## src/rtl/icache_pkg.sv

```systemverilog
// Shared types and address-split helpers for the direct-mapped instruction cache.
// The FSM state encoding is fixed so that the debug state output is stable.
package icache_pkg;

  typedef enum logic [1:0] {
    ST_IDLE   = 2'd0,
    ST_REFILL = 2'd1,
    ST_FLUSH  = 2'd2
  } state_t;

  localparam logic [31:0] NOP_INSTR = 32'h0000_0013;

  function automatic int wi_bits(input int line_words);
    return $clog2(line_words);
  endfunction

  function automatic int si_bits(input int sets);
    return $clog2(sets);
  endfunction

  // Tag is whatever remains above byte offset, word index and set index.
  function automatic int tag_bits(input int addr_w, input int sets, input int line_words);
    return addr_w - 2 - $clog2(line_words) - $clog2(sets);
  endfunction

endpackage

```

## src/rtl/icache_line_store.sv

```systemverilog
// Valid/tag/data arrays for the cache: asynchronous read, per-word refill write,
// line-valid write on the last beat and a single-cycle clear of all valid bits.
module icache_line_store
  import icache_pkg::*;
#(
  parameter int SETS       = 16,
  parameter int LINE_WORDS = 4,
  parameter int TAG_W      = 24
) (
  input  logic                          clk,
  input  logic                          rst,
  input  logic [si_bits(SETS)-1:0]      rd_set,
  input  logic [wi_bits(LINE_WORDS)-1:0] rd_word,
  output logic                          rd_valid,
  output logic [TAG_W-1:0]              rd_tag,
  output logic [31:0]                   rd_data,
  input  logic                          wr_en,
  input  logic [si_bits(SETS)-1:0]      wr_set,
  input  logic [wi_bits(LINE_WORDS)-1:0] wr_word,
  input  logic [31:0]                   wr_data,
  input  logic                          fill_en,
  input  logic [TAG_W-1:0]              fill_tag,
  input  logic                          flush_en
);

  logic [SETS-1:0]  valid_q;
  logic [TAG_W-1:0] tag_q  [SETS];
  logic [31:0]      data_q [SETS][LINE_WORDS];

  assign rd_valid = valid_q[rd_set];
  assign rd_tag   = tag_q[rd_set];
  assign rd_data  = data_q[rd_set][rd_word];

  // Only the valid bits are reset; stale tag/data are harmless behind valid=0.
  always_ff @(posedge clk) begin
    if (!rst) begin
      valid_q <= '0;
    end else if (flush_en) begin
      valid_q <= '0;
    end else if (fill_en) begin
      valid_q[wr_set] <= 1'b1;
    end
  end

  always_ff @(posedge clk) begin
    if (wr_en) begin
      data_q[wr_set][wr_word] <= wr_data;
    end
    if (fill_en) begin
      tag_q[wr_set] <= fill_tag;
    end
  end

endmodule

```

## src/rtl/icache_direct_mapped.sv

```systemverilog
// Direct-mapped read-only instruction cache: combinational hit path, stalling
// multi-beat line refill from a word-wide memory, and fence.i style flush.
module icache_direct_mapped
  import icache_pkg::*;
#(
  parameter int SETS       = 16,
  parameter int LINE_WORDS = 4,
  parameter int ADDR_W     = 32
) (
  input  logic              clk,
  input  logic              rst,
  input  logic              req_i,
  input  logic [ADDR_W-1:0] pc_i,
  input  logic              flush_i,
  output logic [31:0]       instr_o,
  output logic              hit_o,
  output logic              stall_o,
  output logic              mem_req_o,
  output logic [ADDR_W-1:0] mem_addr_o,
  input  logic              mem_rvalid_i,
  input  logic [31:0]       mem_rdata_i,
  output logic [31:0]       miss_count_o,
  output logic [1:0]        dbg_state
);

  localparam int WI = wi_bits(LINE_WORDS);
  localparam int SI = si_bits(SETS);
  localparam int TW = tag_bits(ADDR_W, SETS, LINE_WORDS);

  state_t            state;
  logic [WI-1:0]     cnt;
  logic [ADDR_W-1:0] base;
  logic              flush_pend;

  logic [SI-1:0] rd_set;
  logic [WI-1:0] rd_word;
  logic [TW-1:0] pc_tag;
  logic          rd_valid;
  logic [TW-1:0] rd_tag;
  logic [31:0]   rd_data;
  logic          beat_fire;
  logic          last_beat;
  logic          unused_pc_bits;

  assign rd_set         = pc_i[2+WI +: SI];
  assign rd_word        = pc_i[2 +: WI];
  assign pc_tag         = pc_i[ADDR_W-1 -: TW];
  assign unused_pc_bits = &{1'b0, pc_i[1:0]};

  assign beat_fire = (state == ST_REFILL) && mem_rvalid_i;
  assign last_beat = beat_fire && (cnt == WI'(LINE_WORDS - 1));

  icache_line_store #(
    .SETS       (SETS),
    .LINE_WORDS (LINE_WORDS),
    .TAG_W      (TW)
  ) u_store (
    .clk      (clk),
    .rst      (rst),
    .rd_set   (rd_set),
    .rd_word  (rd_word),
    .rd_valid (rd_valid),
    .rd_tag   (rd_tag),
    .rd_data  (rd_data),
    .wr_en    (beat_fire),
    .wr_set   (base[2+WI +: SI]),
    .wr_word  (cnt),
    .wr_data  (mem_rdata_i),
    .fill_en  (last_beat),
    .fill_tag (base[ADDR_W-1 -: TW]),
    .flush_en (state == ST_FLUSH)
  );

  assign hit_o      = (state == ST_IDLE) && req_i && rd_valid && (rd_tag == pc_tag);
  assign instr_o    = hit_o ? rd_data : NOP_INSTR;
  assign stall_o    = (state != ST_IDLE) || flush_i || (req_i && !hit_o);
  assign mem_req_o  = (state == ST_REFILL);
  assign mem_addr_o = mem_req_o ? (base + ADDR_W'({cnt, 2'b00})) : '0;
  assign dbg_state  = state;

  // A flush seen during refill is deferred until the line has landed.
  always_ff @(posedge clk) begin
    if (!rst) begin
      state        <= ST_IDLE;
      cnt          <= '0;
      base         <= '0;
      flush_pend   <= 1'b0;
      miss_count_o <= '0;
    end else begin
      case (state)
        ST_IDLE: begin
          if (flush_i) begin
            state <= ST_FLUSH;
          end else if (req_i && !hit_o) begin
            base  <= {pc_i[ADDR_W-1:WI+2], {(WI+2){1'b0}}};
            cnt   <= '0;
            state <= ST_REFILL;
          end
        end
        ST_REFILL: begin
          if (flush_i) begin
            flush_pend <= 1'b1;
          end
          if (beat_fire) begin
            cnt <= cnt + WI'(1);
          end
          if (last_beat) begin
            miss_count_o <= miss_count_o + 32'd1;
            state        <= (flush_pend || flush_i) ? ST_FLUSH : ST_IDLE;
          end
        end
        ST_FLUSH: begin
          flush_pend <= 1'b0;
          state      <= ST_IDLE;
        end
        default: state <= ST_IDLE;
      endcase
    end
  end

endmodule

```

## config.mk

```make
export PLATFORM = sky130hd
export DESIGN_NAME = icache_direct_mapped
export DESIGN_NICKNAME = d
export VERILOG_FILES = /design/src/rtl/icache_pkg.sv /design/src/rtl/icache_line_store.sv /design/src/rtl/icache_direct_mapped.sv
export SDC_FILE = /design/constraint.sdc
export NUM_CORES = 2
export LEC_CHECK = 0
export CAP_MARGIN = 5
export CORE_UTILIZATION = 30
export DETAILED_ROUTE_END_ITERATION = 10
export DONT_BUFFER_PORTS = 1
export HOLD_SLACK_MARGIN = 0.12
export PLACE_DENSITY = 0.45
export SLEW_MARGIN = 30
export SYNTH_ARGS = -nofsm -noshare
export SYNTH_HDL_FRONTEND = slang
export SYNTH_SLANG_ARGS = --single-unit
```

## constraint.sdc

```tcl
create_clock -name clk -period 5.5 [get_ports clk]
set_input_delay 1.1 -clock clk [delete_from_list [all_inputs] [get_ports clk]]
set_output_delay 1.1 -clock clk [all_outputs]
set_load 0.01 [all_outputs]
```

==> impl_results.md <==
* Outcome: complete, no violations
* Min Hold Slack at 277 ps
* Uppermost layer routed: met5
* Placed insts at 8399
* WL per Instance at 30.3 um
* Post-layout util at 35.1%
* RSZ-0062 raised after global routing: no
* H-tree depth at 5
* Critical Path Max Stage Delay at 580 ps
* Endpoint class of the critical path: output pin
* Worst slack at placement at -835 ps
* IO Port Bufs at 0
* Seq. cell area at 74700 sq um
* Async S/R FF share, synth at 0%
* DP Area at 103000 sq um
* Non-Filler Instances at 8932
* Routed Antenna Nets at 0
* Final-report max-slew violation count at 0
* Setup TNS at 0 ps
* Crit Path Category: input pin to output pin
* Worst clock skew at 86.7 ps
* Cell area after layout at 113000 sq um
* Seq/Total Area, Yosys at 77.2%
* Arrival time worst endpoint at 4250 ps
* FF-to-FF setup slack at 1750 ps
* Die W at 570 um
* Largest net degree at the start of global routing at 610
* DP Wirelength at 139 mm
* Vias in the first global route at 46500
* Area growth syn-to-layout at 16.5%
* Leakage power of the design at 34.4 nW
* Global-route wire length before repair at 375 mm
* CP Data Required Time at 4400 ps
* Routed vias at 44600
* RR Endpoint: base[18]
* TritonCTS Sinks at 2513
* Worst r2r path cells at 9
* CP max FO at 58
* VDD IR max at 0.000222 V
* Die area at 325000 sq um
* Die H at 570 um
* Routed length on met2 at 131 mm
* Hold depth at 0
* Synth warn at 0
* Routed wl met3 at 17.1 mm
* Min-delay worst type: input pin to register
* R2R Path Start: u_store.tag_q[2][23]
* Starting Density at 30.1%
* Pwr dens at 362 nW/um^2
* CTS tree: yes
* Row cnt at 208
* Net count reported at finish at 4470
* Worst path cell trace: buf_16, buf_16, mux4_2, a21oi_1, o22ai_1, o31ai_1, and4b_1, nand3_4, buf_12, a311oi_1, buf_4, buf_4
* Total setup buffers inserted after CTS at 0
* Buffer depth of the longest clock path at 4
* Number of enable flip-flop cells after synthesis at 2432
* Fillcell total at 29500
* Initial antenna violation count at 23
* Netlist cell types at 61
* Fmax at 187 MHz
* Routability cong. at 0.722
* Number of buffers created by CTS at 284
* Slew @ Worst Pin at 1120 ps
* Multi-input gate area at 21400 sq um
* Hold Path Sink: u_store.data_q[4][120]
* Drt first pass iters at 5
* Gr usage total at 16.5%
* Residual DRC at 0
* Synth Instances at 4140
* Crit path time final at 5350 ps
* Seq cells post-synth at 2513
* 1st-iter DRT viols at 4254
* Met1 Wirelength at 118 mm
* Top Ports at 170
* Clock slew at reported path FFs at 60 ps
* Clock Latency Late Sink at 930 ps
* Clk root buf: clkbuf_16
* Final hold violation count at 0
* Crit start category: input pin
* Layout cells sized above 1 at 30.4%
* Post-synthesis cell area at 96700 sq um
* Setup violators final at 0
* Mean Syn Cell Area at 23.4 sq um
* Pwr Total at 40.8 mW
* Max-slew headroom at 25.7%
* Min setup slack post-route at 149 ps
* Max-Cap Viols at 0
* Core area at 321000 sq um
* Grt ovf at 0
* Final Cycle Share at 97.3%
* Main synth FF type: edfxtp_1
* Hold Crit Start: mem_rdata_i[24]
* Post-DR vias/cell at 5.00
* Total Wirelength at 271 mm
* Crit-path slowest cell: mux4_2
[where the power goes]
group	switching (mW)	internal, mW
combinational	0.659	0.705
sequential	0.0544	21.0
clock	7.77	10.6
total	8.48	32.3
[state kept, by name (all words and copies together) (netlist names)]
| signal | cells |
|---|---|
| dbg_state | 2 |
| u_store.tag_q | 384 |
| u_store.data_q | 2048 |
| flush_pend | 1 |
| miss_count_o | 32 |
| base | 28 |
| u_store.valid_q | 16 |
| cnt | 2 |
[cell usage after synthesis, drive strengths merged, types with 3 or more instances]
master | count | area (sq um)
o21ai | 8 | 40.0
a311oi | 13 | 114
a2111oi | 3 | 26.3
nand2 | 120 | 450
edfxtp | 2432 | 73000
o22ai | 10 | 62.6
nor3 | 6 | 30.0
mux2 | 16 | 180
a22oi | 6 | 45.0
ha | 5 | 62.6
nand2b | 5 | 31.3
mux4 | 737 | 16600
xor2 | 24 | 210
or2 | 4 | 25.0
o21a | 17 | 128
nor2b | 35 | 219
and2 | 42 | 263
nand4 | 9 | 56.3
a22o | 4 | 35.0
a21oi | 8 | 40.0
xnor2 | 29 | 254
and3 | 17 | 106
a211oi | 29 | 218
clkbuf | 101 | 379
inv | 6 | 22.5
nor2 | 101 | 379
nand3 | 20 | 100
mux2i | 88 | 881
dfxtp | 81 | 1620
buf | 124 | 723
o31ai | 3 | 36.3
or3 | 6 | 37.5
[worst max-delay path by stage]
stage	end	startpoint	slack [ps]	depth (start not counted)
floorplan	instr_o[1]	pc_i[4]	170	12
global placement	instr_o[3]	pc_i[4]	-60	10
detailed placement	instr_o[3]	pc_i[4]	-830	12
CTS	instr_o[5]	pc_i[4]	70	9
global route	instr_o[0]	pc_i[4]	50	7
finish	instr_o[14]	pc_i[4]	150	12
[cells by family after synthesis]
family / after synthesis / synth area share [%]
adder cells (fa/ha/maj): 5 / 0.0647
AND/OR/NAND/NOR: 375 / 1.84
AO/OA/AOI/OAI: 120 / 0.959
buffers and inverters: 232 / 1.17
other: 1 / 0.00388
multiplexers: 841 / 18.3
XOR/XNOR: 53 / 0.480
flip-flops: 2513 / 77.2
[cell type report]
class,instances,share of cell area [%]
clock buffers,361,6.65
well taps,4305,4.78
multi-input cells,1396,19.0
inverters,7,0.0300
clock inverters,148,1.28
flip-flops and latches,2513,66.3
diodes,8,0.0178
repair buffers,194,1.96
[per-layer routing]
layer	GRT usage [%]	up-vias
met5	0	-
met4	3.15	4
met3	3.63	307
met2	26.8	1217
met1	22.7	24900
li1	-	18200
[worst max-delay path: cells and delay by family]
family | cells | cell delay, ps
AO/OA/AOI/OAI | 4 | 1060
multiplexers | 1 | 580
buffers and inverters | 5 | 1010
AND/OR/NAND/NOR | 2 | 370
[cells in the final DEF (no fill, tap or decap), types with 42 or more instances in the layout]
cell type and n:
nor2_4 64, mux2i_1 88, edfxtp_1 2432, and2_1 42
mux4_2 737, clkbuf_1 72, nand2_1 116, clkbuf_16 292
clkinv_1 60, dfxtp_1 81, buf_4 151
[repair_timing]
item | 4_1_cts | 5_1_grt
pin swaps | 0 | 0
cloned | 7 | 4
resized for setup | 2 | 1
hold endpoints to repair | 0 | 0
endpoints found under the setup margin | 34 | 33
hold buffers | 0 | 0
Power figures use the tool's default switching activity.
